## src/rtl/ps2_pkg.sv

```systemverilog
// Shared register map, bit positions and receiver state encoding for the PS/2 FIFO peripheral.
package ps2_pkg;

  localparam logic [31:0] REG_CTRL   = 32'd0;
  localparam logic [31:0] REG_STATUS = 32'd1;
  localparam logic [31:0] REG_DATA   = 32'd2;

  localparam int unsigned CTRL_EN     = 0;
  localparam int unsigned CTRL_IRQ_EN = 1;
  localparam int unsigned CTRL_FLUSH  = 2;

  localparam int unsigned ST_EMPTY   = 0;
  localparam int unsigned ST_FULL    = 1;
  localparam int unsigned ST_OVF     = 2;
  localparam int unsigned ST_PERR    = 3;
  localparam int unsigned ST_FERR    = 4;
  localparam int unsigned ST_CNT_LSB = 8;

  typedef enum logic [1:0] {
    IDLE,
    DATA,
    PARITY,
    STOP
  } rx_state_e;

endpackage

```

## src/rtl/ps2_rx_frame.sv

```systemverilog
// PS/2 frame receiver: synchronisers, PS2C glitch filter, frame FSM and mid-frame timeout.
module ps2_rx_frame
  import ps2_pkg::*;
#(
  parameter int unsigned SYNC_STAGES    = 2,
  parameter int unsigned FILTER_LEN     = 8,
  parameter int unsigned TIMEOUT_CYCLES = 100000
) (
  input  logic       clk_i,
  input  logic       rst_i,
  input  logic       enable_i,
  input  logic       ps2c_i,
  input  logic       ps2d_i,
  output logic [7:0] code_o,
  output logic       valid_o,
  output logic       perr_o,
  output logic       ferr_o
);

  localparam int unsigned FW = $clog2(FILTER_LEN + 1);
  localparam int unsigned TW = $clog2(TIMEOUT_CYCLES + 1);

  logic [SYNC_STAGES-1:0] csync_q, dsync_q;
  logic                   c_s, d_s;
  logic                   filt_q, filt_d, fall;
  logic [FW-1:0]          fcnt_q, fcnt_d;
  rx_state_e              state_q, state_d;
  logic [2:0]             bitcnt_q, bitcnt_d;
  logic [7:0]             shift_q, shift_d;
  logic                   par_q, par_d;
  logic [TW-1:0]          tmo_q, tmo_d;
  logic                   valid_q, valid_d, perr_q, perr_d, ferr_q, ferr_d;

  assign c_s = csync_q[SYNC_STAGES-1];
  assign d_s = dsync_q[SYNC_STAGES-1];

  // The filtered clock only follows PS2C after FILTER_LEN consecutive differing samples.
  always_comb begin
    filt_d = filt_q;
    fcnt_d = '0;
    fall   = 1'b0;
    if (c_s != filt_q) begin
      if (fcnt_q == FW'(FILTER_LEN - 1)) begin
        filt_d = c_s;
        fall   = filt_q;
      end else begin
        fcnt_d = fcnt_q + FW'(1);
      end
    end
  end

  always_comb begin
    state_d  = state_q;
    bitcnt_d = bitcnt_q;
    shift_d  = shift_q;
    par_d    = par_q;
    tmo_d    = tmo_q;
    valid_d  = 1'b0;
    perr_d   = 1'b0;
    ferr_d   = 1'b0;
    if (!enable_i) begin
      state_d = IDLE;
      tmo_d   = '0;
    end else if (state_q != IDLE && !fall && tmo_q == TW'(TIMEOUT_CYCLES)) begin
      state_d = IDLE;
      tmo_d   = '0;
      ferr_d  = 1'b1;
    end else begin
      tmo_d = (fall || state_q == IDLE) ? '0 : tmo_q + TW'(1);
      case (state_q)
        IDLE: if (fall && !d_s) begin
          state_d  = DATA;
          bitcnt_d = '0;
        end
        DATA: if (fall) begin
          shift_d  = {d_s, shift_q[7:1]};
          bitcnt_d = bitcnt_q + 3'd1;
          if (bitcnt_q == 3'd7) state_d = PARITY;
        end
        PARITY: if (fall) begin
          par_d   = d_s;
          state_d = STOP;
        end
        STOP: if (fall) begin
          state_d = IDLE;
          if (!d_s)                      ferr_d  = 1'b1;
          else if (!(^{shift_q, par_q})) perr_d  = 1'b1;
          else                           valid_d = 1'b1;
        end
        default: state_d = IDLE;
      endcase
    end
  end

  always_ff @(posedge clk_i) begin
    if (rst_i) begin
      csync_q  <= '1;
      dsync_q  <= '1;
      filt_q   <= 1'b1;
      fcnt_q   <= '0;
      state_q  <= IDLE;
      bitcnt_q <= '0;
      shift_q  <= '0;
      par_q    <= 1'b0;
      tmo_q    <= '0;
      valid_q  <= 1'b0;
      perr_q   <= 1'b0;
      ferr_q   <= 1'b0;
    end else begin
      csync_q  <= {csync_q[SYNC_STAGES-2:0], ps2c_i};
      dsync_q  <= {dsync_q[SYNC_STAGES-2:0], ps2d_i};
      filt_q   <= filt_d;
      fcnt_q   <= fcnt_d;
      state_q  <= state_d;
      bitcnt_q <= bitcnt_d;
      shift_q  <= shift_d;
      par_q    <= par_d;
      tmo_q    <= tmo_d;
      valid_q  <= valid_d;
      perr_q   <= perr_d;
      ferr_q   <= ferr_d;
    end
  end

  // shift_q is frozen in IDLE, so it still holds the code during the valid pulse.
  assign code_o  = shift_q;
  assign valid_o = valid_q;
  assign perr_o  = perr_q;
  assign ferr_o  = ferr_q;

endmodule

```

## src/rtl/ps2_rx_fifo_periph.sv

```systemverilog
// Memory-mapped PS/2 receiver with scancode FIFO, sticky error status and level interrupt.
module ps2_rx_fifo_periph
  import ps2_pkg::*;
#(
  parameter int unsigned FIFO_DEPTH     = 16,
  parameter int unsigned SYNC_STAGES    = 2,
  parameter int unsigned FILTER_LEN     = 8,
  parameter int unsigned TIMEOUT_CYCLES = 100000
) (
  input  logic        i_Clk,
  input  logic        i_Rst,
  input  logic        i_WEnable,
  input  logic [31:0] i_WAddr,
  input  logic [31:0] i_WData,
  input  logic        i_REnable,
  input  logic [31:0] i_RAddr,
  output logic [31:0] o_RData,
  output logic        o_Err,
  output logic        o_Irq,
  input  logic        PS2C,
  input  logic        PS2D
);

  localparam int unsigned AW = $clog2(FIFO_DEPTH);

  logic [7:0]  mem_q [FIFO_DEPTH];
  logic [AW-1:0] wptr_q, wptr_d, rptr_q, rptr_d;
  logic [AW:0]   count_q, count_d;
  logic        en_q, en_d, irqen_q, irqen_d;
  logic        ovf_q, ovf_d, perr_q, perr_d, ferr_q, ferr_d;
  logic [31:0] rdata_q, rdata_d;
  logic        err_q, err_d;
  logic [7:0]  rx_code;
  logic        rx_valid, rx_perr, rx_ferr;
  logic        wr, rd, empty, full, flush, pop, do_push, ovf_set;
  logic [2:0]  clr;
  logic [15:0] cnt16;
  logic [31:0] status_w;
  logic        unused_wdata;

  ps2_rx_frame #(
    .SYNC_STAGES   (SYNC_STAGES),
    .FILTER_LEN    (FILTER_LEN),
    .TIMEOUT_CYCLES(TIMEOUT_CYCLES)
  ) u_frame (
    .clk_i   (i_Clk),
    .rst_i   (i_Rst),
    .enable_i(en_q),
    .ps2c_i  (PS2C),
    .ps2d_i  (PS2D),
    .code_o  (rx_code),
    .valid_o (rx_valid),
    .perr_o  (rx_perr),
    .ferr_o  (rx_ferr)
  );

  assign unused_wdata = ^i_WData[31:5];
  assign wr    = i_WEnable;
  assign rd    = i_REnable & ~i_WEnable;
  assign empty = (count_q == '0);
  assign full  = (count_q == (AW+1)'(FIFO_DEPTH));
  assign cnt16 = 16'(count_q);

  always_comb begin
    status_w                            = '0;
    status_w[ST_EMPTY]                  = empty;
    status_w[ST_FULL]                   = full;
    status_w[ST_OVF]                    = ovf_q;
    status_w[ST_PERR]                   = perr_q;
    status_w[ST_FERR]                   = ferr_q;
    status_w[ST_CNT_LSB+7:ST_CNT_LSB]   = cnt16[7:0];
    en_d    = en_q;
    irqen_d = irqen_q;
    rdata_d = rdata_q;
    err_d   = err_q;
    clr     = '0;
    flush   = 1'b0;
    pop     = 1'b0;
    if (wr) begin
      case (i_WAddr)
        REG_CTRL: begin
          en_d    = i_WData[CTRL_EN];
          irqen_d = i_WData[CTRL_IRQ_EN];
          flush   = i_WData[CTRL_FLUSH];
          err_d   = 1'b0;
        end
        REG_STATUS: begin
          clr   = i_WData[ST_FERR:ST_OVF];
          err_d = 1'b0;
        end
        default: err_d = 1'b1;
      endcase
    end else if (rd) begin
      case (i_RAddr)
        REG_CTRL: begin
          rdata_d = {30'b0, irqen_q, en_q};
          err_d   = 1'b0;
        end
        REG_STATUS: begin
          rdata_d = status_w;
          err_d   = 1'b0;
        end
        REG_DATA: begin
          rdata_d = empty ? '0 : {23'b0, 1'b1, mem_q[rptr_q]};
          pop     = ~empty;
          err_d   = 1'b0;
        end
        default: err_d = 1'b1;
      endcase
    end

    // A pop frees the slot the same cycle, so a push into a full FIFO still lands.
    do_push = rx_valid & ~flush & (~full | pop);
    ovf_set = rx_valid & ~flush & full & ~pop;
    if (flush) begin
      wptr_d  = '0;
      rptr_d  = '0;
      count_d = '0;
    end else begin
      wptr_d  = wptr_q + AW'(do_push);
      rptr_d  = rptr_q + AW'(pop);
      count_d = count_q + (AW+1)'(do_push) - (AW+1)'(pop);
    end
    ovf_d  = (ovf_q  & ~clr[0]) | ovf_set;
    perr_d = (perr_q & ~clr[1]) | rx_perr;
    ferr_d = (ferr_q & ~clr[2]) | rx_ferr;
  end

  always_ff @(posedge i_Clk) begin
    if (i_Rst) begin
      wptr_q  <= '0;
      rptr_q  <= '0;
      count_q <= '0;
      en_q    <= 1'b0;
      irqen_q <= 1'b0;
      ovf_q   <= 1'b0;
      perr_q  <= 1'b0;
      ferr_q  <= 1'b0;
      rdata_q <= '0;
      err_q   <= 1'b0;
    end else begin
      wptr_q  <= wptr_d;
      rptr_q  <= rptr_d;
      count_q <= count_d;
      en_q    <= en_d;
      irqen_q <= irqen_d;
      ovf_q   <= ovf_d;
      perr_q  <= perr_d;
      ferr_q  <= ferr_d;
      rdata_q <= rdata_d;
      err_q   <= err_d;
    end
  end

  always_ff @(posedge i_Clk) begin
    if (do_push) mem_q[wptr_q] <= rx_code;
  end

  assign o_RData = rdata_q;
  assign o_Err   = err_q;
  assign o_Irq   = irqen_q & ~empty;

endmodule

```

## config.mk

```make
export PLATFORM = sky130hd
export DESIGN_NAME = ps2_rx_fifo_periph
export DESIGN_NICKNAME = d
export VERILOG_FILES = /design/src/rtl/ps2_pkg.sv /design/src/rtl/ps2_rx_frame.sv /design/src/rtl/ps2_rx_fifo_periph.sv
export SDC_FILE = /design/constraint.sdc
export NUM_CORES = 1
export LEC_CHECK = 0
export ABC_AREA = 0
export BUFFER_PORTS_ARGS = -buffer_cell sky130_fd_sc_hd__buf_2
export CORE_MARGIN = 10
export CORE_UTILIZATION = 26
export DETAILED_ROUTE_END_ITERATION = 7
export GPL_ROUTABILITY_DRIVEN = 0
export PLACE_DENSITY = 0.44
export SYNTH_ARGS = -nofsm -noshare
export SYNTH_HDL_FRONTEND = slang
export SYNTH_SLANG_ARGS = --single-unit
```

## constraint.sdc

```tcl
create_clock -name i_Clk -period 4.07 [get_ports i_Clk]
set_clock_uncertainty 0.1 [all_clocks]
set_input_delay 0.407 -clock i_Clk [delete_from_list [all_inputs] [get_ports i_Clk]]
set_output_delay 0.407 -clock i_Clk [all_outputs]
set_load 0.01 [all_outputs]
```

==> results of run 1 <==
-- per-stage QoR --
step                instance area [um2]  setup WS [ps]  power, uW  utilization [%]  cells
detailed placement                 9830            569       2300             29.4   1177
CTS                               10700            559       4440             31.9   1225
global route                      10700            322       4530             31.9   1225
global placement                   9830            549       2300             29.4   1177
floorplan                          8880            727       2260                -    657
finish                            10700            572       4380             31.9   1225
-- kinds of logic (layout without fill, tap and decap cells) --
kind of cell             Yosys count  count (layout)  share of synthesized area, %
flip-flops                       203             203                          60.7
AO/OA/AOI/OAI                     54              54                          4.47
adder cells (fa/ha/maj)           20              20                          2.93
multiplexers                      50              50                          10.3
other                              1              19                        0.0426
XOR/XNOR                          33              33                          3.28
buffers and inverters             58             178                          3.42
AND/OR/NAND/NOR                  220             220                          14.9
-- tightest hold or removal path, cell delays in order --
cell and delay [ps]:
buf_2 90, nand2_1 40, mux2i_1 50
-- report_power, final --
group          internal, uW  switching [uW]  total, uW
Sequential             2170            1.85       2170
Clock                  1300             816       2120
Combinational          39.3            50.2       89.5
-- state kept, by name (all words and copies together), names as in the netlist, 3 cells and up --
signal            count
u_frame.bitcnt_q      3
count_q               5
mem_q               128
wptr_q                4
u_frame.code_o        8
rptr_q                4
o_RData              13
u_frame.tmo_q        17
u_frame.fcnt_q        4
-- what timing repair did --
item | 4_1_cts | 5_1_grt
hold buffers | 4 | 0
buffers inserted | 0 | 0
hold endpoints to repair | 4 | 0
-- layout make-up --
class | count | area (um2)
Clock inverter | 3 | 51.3
Tap cell | 448 | 561
Timing Repair Buffer | 115 | 651
Inverter | 19 | 71.3
Multi-Input combinational cell | 396 | 3240
Clock buffer | 41 | 746
Fill cell | 3344 | 22800
Sequential cell | 203 | 5350
-- routing by layer --
layer / vias to the layer above / share of wire (%) / track usage [%]
met5: - / 0 / 0
met4: 0 / 2.3 / 2.96
met3: 30 / 4.6 / 1.70
met2: 91 / 49 / 16.3
met1: 2622 / 44 / 12.8
li1: 2603 / - / -
-- synth_stat cells, types with 17 or more instances --
| library cell | count | area share (%) |
|---|---|---|
| nor3_1 | 19 | 1.1 |
| buf_4 | 19 | 1.6 |
| ha_1 | 19 | 2.7 |
| edfxtp_1 | 128 | 44 |
| nand3_1 | 17 | 0.97 |
| nor2_1 | 66 | 2.8 |
| nand2_1 | 23 | 0.98 |
| xnor2_1 | 17 | 1.7 |
| dfxtp_1 | 75 | 17 |
| mux4_2 | 32 | 8.2 |
| inv_1 | 19 | 0.81 |
-- final timing paths --
check                startpoint                 end  slack (ps)
max                  count_q[3]          count_q[4]         570
min                  i_WData[0]                en_q          40
max reg2reg          count_q[3]          count_q[4]         570
min reg2reg  u_frame.dsync_q[0]  u_frame.dsync_q[1]         310
==> run summary, run 1 <==
Pleak: 0.00379 uW
RSZ-0062 raised after global routing: no
initial antenna violation count: 0
TritonRoute pass-1 iters: 4
synth warn: 0
worst min-delay path category: in2reg
Synth Register Bits: 203
Rel. slew slack: 40.9%
total track usage: 9.82%
Final #Nets: 881
Crit path largest cell delay: 430 ps
synth-to-layout area growth: 21.1%
core footprint: 0.0334 mm2
crit start category: register
Tcrit/Tclk final: 86.0%
I/O pin total: 136
clock sinks: 203
CTS Buf Count: 24
most numerous cell on the critical path: inv_1
Final min period: 3500 ps
via/cell ratio: 4.36
pin count of the biggest net entering global routing: 33
Antenna Nets Post-Route: 0
root buffer cell: clkbuf_16
Req. time, crit path: 4430 ps
TNS Setup: 0 ps
count of final max-slew check failures: 0
CP delay by family, top: simple AND/OR/NAND/NOR gates
Skew-Pair Late Insertion Delay: 520 ps
Longest Clk Path Bufs: 3
num rows: 67
share of cells above drive strength 1: 26.3%
Die Height: 204 um
Reg clk slew, reported paths: 60 ps
vias in the first global route: 5,585
number of synthesized flops with an enable pin: 128
Crit Path Class: reg2reg
TritonCTS clock tree: yes
worst path bufs/invs: 4
Slew @ Worst Pin: 878 ps
Cells after Synth: 639
fmax: 286 MHz
Hold Worst Slack: 43.0 ps
Post-Syn Area per Cell: 13.8 um2
CTS resizes: 0
initial core utilization: 26.3%
worst-case reg-to-reg path depth: 16
gr ovfl total: 0
ys flop type: edfxtp_1
wire length per cell: 16.9 um
H-tree depth: 1
die area: 0.0416 mm2
vias: 5,346
Max Fanout on Critical Path: 18
most frequent cells in the layout: edfxtp_1 (128), buf_2 (89), dfxtp_1 (74)
final hold violation count: 0
post-synth cell types: 56
async set-or-reset flop fraction in the synthesized netlist: 0%
commonest non-fill, non-tap cell in the layout: edfxtp_1
Post-Route WL: 20,700 um
highest-delay cell along the critical path: or3b_4
first-pass GRT wire length: 32,500 um
Critical Path Sink Type: register
Port-buffer cells: 89
Max-Cap Viols: 0
final setup vio count: 0
Mapped Area: 0.00881 mm2
drt initial violations: 214
arrival time at the worst endpoint: 3860 ps
stages on the worst setup path: 16
Antenna diodes: 0
Die Wd: 204 um
Peak VDD IR: 0.000252 V
Detail Placement HPWL: 14,500 um
outcome: complete, no violations
sequential fraction of the synthesis area: 60.7%
hold depth: 3
PwrDens: 410 mW/mm2
Residual DRC: 0
worst path cell trace: inv_1 > ha_1 > nor4b_1 > or3b_4 > nor4_4 > o21bai_4 > ha_1 > inv_1 > ha_1 > inv_1 > fa_1 > inv_1 > a21oi_1 > nor2_1 > or3_1 > a21oi_1
(Power assumes the default switching activity.)
==> inputs of run 2 (changes only) <==
==> constraint.sdc (replaced) <==
create_clock -name i_Clk -period 4.07 [get_ports i_Clk]
set_clock_uncertainty 0.1 [all_clocks]
set_input_delay 0.2035 -clock i_Clk [delete_from_list [all_inputs] [get_ports i_Clk]]
set_output_delay 0.2035 -clock i_Clk [all_outputs]
set_load 0.01 [all_outputs]
==> run 2 against run 1 <==
  * Die area is the same
  * First-iteration DRC count shrank 6.1%
  * Worst hold slack lost 17 ps
  * Register-to-register slack lost 60 ps
  * Critical path depth is the same
  * Via count grew 1.1%
  * Sequential cell count is the same
  * Setup slack lost 61 ps
  * Core utilization grew 0.29 points
  * Non-clock buffer count grew 12
  * Largest cell class unchanged
==> run summary, run 2 (same netlist as run 1, synthesis figures left out) <==
outcome: complete, no violations
area of the multi-input gates: 0.00324 mm2
Crit path largest cell delay: 430 ps
Port-buffer cells: 89
PwrDens: 402 mW/mm2
synth-to-layout area growth: 22.2%
Slew @ Worst Pin: 828 ps
Post-DP Area: 0.00984 mm2
TritonRoute pass-1 iters: 4
share of cells above drive strength 1: 26.0%
vias in the first global route: 5,602
TritonCTS clock tree: yes
highest-delay cell along the critical path: or3b_4
TNS Setup: 0 ps
CTS Buf Count: 24
crit start category: register
RR Endpoint: count_q[4]
Top reg by flops: mem_q
Max Fanout on Critical Path: 18
Rel. slew slack: 44.3%
Max-Cap Viols: 0
final setup vio count: 0
via/cell ratio: 4.37
Crit Path Class: reg2reg
Tcrit/Tclk final: 87.4%
worst path cell trace: inv_1 > ha_1 > nor4b_1 > or3b_4 > nor4_4 > o21bai_4 > ha_1 > inv_1 > ha_1 > inv_1 > fa_1 > inv_1 > a21oi_1 > nor2_1 > or3_1 > a21oi_1
wire length per cell: 16.8 um
core footprint: 0.0334 mm2
first-pass GRT wire length: 32,300 um
Die Wd: 204 um
Residual DRC: 0
commonest non-fill, non-tap cell in the layout: edfxtp_1
Antenna diodes: 0
most frequent cells in the layout: edfxtp_1 (128), buf_2 (89), dfxtp_1 (74)
num rows: 67
clock sinks: 203
Tot Pwr: 4330 uW
Final #Nets: 893
worst path bufs/invs: 4
total track usage: 9.85%
root buffer cell: clkbuf_16
design area: 0.0108 mm2
Req. time, crit path: 4440 ps
final hold violation count: 0
worst min-delay path category: in2reg
hold depth: 3
FF+latch area: 0.00535 mm2
r2r setup slk: 510 ps
Finished Core Util: 32.2%
Peak VDD IR: 0.000283 V
Post-Route WL: 20,800 um
RR Startpoint: count_q[2]
max reg flops: 128
Final min period: 3560 ps
I/O pin total: 136
most numerous cell on the critical path: inv_1
Reg clk slew, reported paths: 60 ps
H-tree depth: 1
Longest Clk Path Bufs: 3
vias: 5,406
Detail Placement HPWL: 14,600 um
Critical Path Sink Type: register
Die Height: 204 um
gr ovfl total: 0
initial core utilization: 26.3%
Worst Hold Launch: i_WAddr[0]
placed cell count: 1,177
Setup Fix Bufs, Post-CTS: 0
Pleak: 0.00383 uW
fillers: 3,350
CTS resizes: 0
WHS Endpoint: perr_q
RSZ-0062 raised after global routing: no
worst-case reg-to-reg path depth: 16
Antenna Nets Post-Route: 0
drt initial violations: 201
initial antenna violation count: 0
pin count of the biggest net entering global routing: 33
die area: 0.0416 mm2
Skew-Pair Late Insertion Delay: 540 ps
CP delay by family, top: simple AND/OR/NAND/NOR gates
count of final max-slew check failures: 0
arrival time at the worst endpoint: 3930 ps
fin cells: 1,236
fmax: 281 MHz
==> run 2: timing repair <==
| action | 4_1_cts | 5_1_grt |
|---|---|---|
| hold endpoints to repair | 9 | 0 |
| hold buffers | 16 | 0 |
| setup endpoints to repair | 0 | 0 |
==> run 2: routing by layer <==
metal | vias to the layer above | wire length [um] | GRT usage [%] | part of all wire [%]
li1 | 2639 | - | - | -
met1 | 2635 | 9320 | 12.5 | 45
met2 | 93 | 10200 | 16.8 | 49
met3 | 39 | 657 | 1.52 | 3.2
met4 | 0 | 566 | 3.12 | 2.7
met5 | - | 0 | 0 | 0
==> run 2: layout make-up <==
type / instances / share of cell area [%]
tap: 448 / 5.21
clock inverter: 18 / 1.45
sequential: 203 / 49.7
multi-input combinational: 396 / 30.1
timing repair buffer: 127 / 7.28
clock buffer: 25 / 5.61
inverter: 19 / 0.662
==> run 2: how the worst max path moves through the flow <==
stage	startpoint	slack [ps]	cells past startpoint	end
after floorplan	count_q[2]	730	17	count_q[4]
after global routing	count_q[3]	220	16	count_q[4]
final	count_q[2]	510	16	count_q[4]
after CTS	count_q[3]	470	16	count_q[4]
after detailed placement	count_q[2]	480	16	count_q[4]
after global placement	count_q[3]	500	16	count_q[4]
==> run 2: stage by stage <==
| stage | hold WS (ps) | worst slack, ps |
|---|---|---|
| global route | 31.6 | 222 |
| detailed placement | 291 | 482 |
| floorplan | 207 | 727 |
| CTS | 3.50 | 473 |
| finish | 25.8 | 511 |
| global placement | 289 | 498 |
==> run 2: worst reg2reg max path, cell delays in order, from the launching register on <==
cell and delay [ps]:
dfxtp_1 350, inv_1 70, ha_1 210, nor4b_1 180, or3b_4 430, nor4_4 430
o21bai_4 220, ha_1 330, inv_1 40, ha_1 180, inv_1 70, fa_1 200
inv_1 50, a21oi_1 120, nor2_1 60, or3_1 340, a21oi_1 130
==> run 2: power by group <==
| group | internal (uW) | switching (uW) |
|---|---|---|
| clock network | 1210 | 859 |
| registers | 2160 | 1.74 |
| logic | 45.2 | 51.9 |
==> inputs of run 3 (changes only) <==
--- a/config.mk
+++ b/config.mk
@@ -8,10 +8,11 @@
 export ABC_AREA = 0
 export BUFFER_PORTS_ARGS = -buffer_cell sky130_fd_sc_hd__buf_2
 export CORE_MARGIN = 10
-export CORE_UTILIZATION = 26
+export CORE_UTILIZATION = 51
 export DETAILED_ROUTE_END_ITERATION = 7
 export GPL_ROUTABILITY_DRIVEN = 0
-export PLACE_DENSITY = 0.44
+export PLACE_DENSITY = 0.77
 export SYNTH_ARGS = -nofsm -noshare
 export SYNTH_HDL_FRONTEND = slang
+export SYNTH_HIERARCHICAL = 1
 export SYNTH_SLANG_ARGS = --single-unit
==> constraint.sdc (replaced) <==
create_clock -name i_Clk -period 2.99 [get_ports i_Clk]
set_clock_uncertainty 0.1 [all_clocks]
set_input_delay 0.1495 -clock i_Clk [delete_from_list [all_inputs] [get_ports i_Clk]]
set_output_delay 0.1495 -clock i_Clk [all_outputs]
set_load 0.01 [all_outputs]
==> run 3 against run 2 <==
  * Sequential cell count stayed put
  * Cell count decreased by 15%
  * Setup slack got worse by 640 ps
  * Clock power up 37%
  * Count of clock-buffer cells in the layout rose by 1
  * Register-to-register slack worse by 640 ps
  * Wire length shrank 0.29%
  * Largest power group unchanged
  * First-iteration DRC count grew to 2.8 times the previous value
  * Die area is 45% lower
  * Critical endpoint unchanged
  * The run now ends with setup timing left
==> run summary, run 3 <==
Top reg by flops: mem_q
count of final max-slew check failures: 0
share of total power in sequential cells: 50.0%
root buffer cell: clkbuf_16
NetSw: 1140 uW
final hold violation count: 0
violated checks: setup timing
initial core utilization: 51.7%
Max-Cap Viols: 0
gr ovfl total: 0
crit start category: register
RSZ-0062 raised after global routing: yes
internal power: 4750 uW
Pleak: 0.00392 uW
pin count of the biggest net entering global routing: 39
synth warn: 6
Tcrit/Tclk final: 104%
num rows: 48
Slew @ Worst Pin: 904 ps
RR Startpoint: count_q[3]
async set-or-reset flop fraction in the synthesized netlist: 0%
clock sinks: 203
Metal-1 WL: 7980 um
post-synth cell types: 64
Post-Syn Area per Cell: 13.4 um2
drt initial violations: 567
Rel. slew slack: 39.4%
top routing layer in use: met4
TNS Setup: -127 ps
ys flop type: edfxtp_1
commonest non-fill, non-tap cell in the layout: edfxtp_1
CTS Buf Count: 22
Final #Nets: 926
TritonRoute pass-1 iters: 5
Gate power share: 2.0%
Commonest cells post-synth: edfxtp_1 (128), dfxtp_1 (75), nor2_1 (50)
Residual DRC: 0
Reg clk slew, reported paths: 60 ps
combinational family with the most area after synthesis: simple AND/OR/NAND/NOR gates
post-synthesis simple-gate area fraction: 13.9%
Critical Path Sink Type: register
Antenna diodes: 0
Final min period: 3120 ps
most frequent cells in the layout: edfxtp_1 (128), buf_2 (89), dfxtp_1 (73)
vias: 6,000
final setup vio count: 1
Antenna Nets Post-Route: 0
Detail Placement HPWL: 14,200 um
clock power share: 48.0%
switching fraction of total power: 19.4%
dpl ws: -200 ps
vias in the first global route: 6,172
share of cells above drive strength 1: 28.9%
first-pass GRT wire length: 33,000 um
Die Wd: 152 um
CP startpoint: count_q[3]
Synth area leaders: edfxtp_1 (43%), dfxtp_1 (17%), mux4_2 (8.1%), ha_1 (2.7%), nor2_1 (2.1%)
core footprint: 0.0172 mm2
Skew-Pair Late Insertion Delay: 500 ps
Synth Area in Compound Gates: 5.57%
synth-to-layout area growth: 20.3%
Crit Path Class: reg2reg
Final Worst Setup Slack: -127 ps
Worst Hold Launch: i_RAddr[1]
post-synthesis mux area share: 10.4%
Cells after Synth: 661
cell with the most instances after synthesis: edfxtp_1
Port-buffer cells: 89
Synth area leader: edfxtp_1
Peak VDD IR: 0.000466 V
wire length per cell: 19.8 um
total track usage: 17.3%
PwrDens: 552 mW/mm2
post-synth top area share: 43.3%
max reg flops: 128
TritonCTS clock tree: yes
initial antenna violation count: 0
Longest Clk Path Bufs: 3
arrival time at the worst endpoint: 3450 ps
worst-case reg-to-reg path depth: 16
Mapped Area: 0.00887 mm2
outcome: finished, violations left
via/cell ratio: 5.74
sequential fraction of the synthesis area: 60.2%
Synth Area in XOR/XNOR: 2.92%
H-tree depth: 1
met2 wire len: 10,700 um
fmax: 321 MHz
Max Fanout on Critical Path: 2
worst min-delay path category: in2reg
hold depth: 5
met3 wire length: 1500 um
die area: 0.0231 mm2
Synth Register Bits: 203
I/O pin total: 136
Synth Area in Adders: 2.90%
number of synthesized flops with an enable pin: 128
Req. time, crit path: 3320 ps
Post-Route WL: 20,700 um
Die Height: 152 um
==> run 3: per-stage QoR <==
step	cells	area [um2]	utilization [%]	total power (uW)	hold slack, ps
floorplan	679	8950	-	3070	153
global placement	990	9740	56.7	3110	236
detailed placement	990	9740	56.7	3110	240
CTS	1043	10600	61.9	5940	9.41
global route	1045	10700	62.2	6070	64.0
finish	1045	10700	62.2	5900	33.1
==> run 3: logic make-up after synthesis <==
kind of cell	after synthesis
muxes	52
xor gates and xnor gates	28
and+or+nand+nor	215
DFF	203
AOI/OAI and AO/OA	74
adders and majority gates	20
buffers and inverters	68
other	1
==> run 3: final cells by class <==
| class | instances | area [um2] |
|---|---|---|
| multi-input combinational | 408 | 3280 |
| timing repair buffer | 147 | 918 |
| fill | 1259 | 6500 |
| clock buffer | 26 | 587 |
| clock inverter | 14 | 174 |
| sequential | 203 | 5350 |
| tap | 225 | 282 |
| inverter | 22 | 82.6 |
==> run 3: worst max-delay path, cell delays in order (launching register included) <==
cell      delay [ps]
dfxtp_2          350
inv_2             50
ha_4             150
or4b_4           200
nand3b_1         100
or4_4            440
a21o_1           210
ha_1             290
inv_2             40
ha_4             150
inv_2             50
fa_2             200
inv_1             50
a21oi_2          130
nor2_2            60
or3_4            360
a21oi_2          110
==> run 3: worst paths after layout <==
| kind | slack [ps] | end |
|---|---|---|
| setup / recovery | -130 | count_q[4] |
| setup reg to reg | -130 | count_q[4] |
| hold / removal | 30 | o_RData[0] |
| hold reg to reg | 310 | u_frame/dsync_q[1] |
==> run 3: power groups by stage <==
stage                     logic, uW  clock network [uW]  registers [uW]
after floorplan                59.0                   0            3010
after global placement          100                   0            3010
after detailed placement        104                   0            3010
after CTS                       115                2870            2950
after global routing            128                2990            2950
final                           119                2830            2950
==> run 3: repair_timing <==
action	4_1_cts	5_1_grt
setup buffers	3	2
pin swaps	0	1
resized for setup	1	7
endpoints found under the hold margin	9	0
hold buffers	10	0
setup endpoints to repair	2	2
==> run 3: per-layer routing <==
layer | vias up | GRT usage, %
li1 | 2760 | -
met1 | 2978 | 20.2
met5 | - | 0
met3 | 40 | 3.90
met2 | 222 | 30.3
met4 | 0 | 6.51
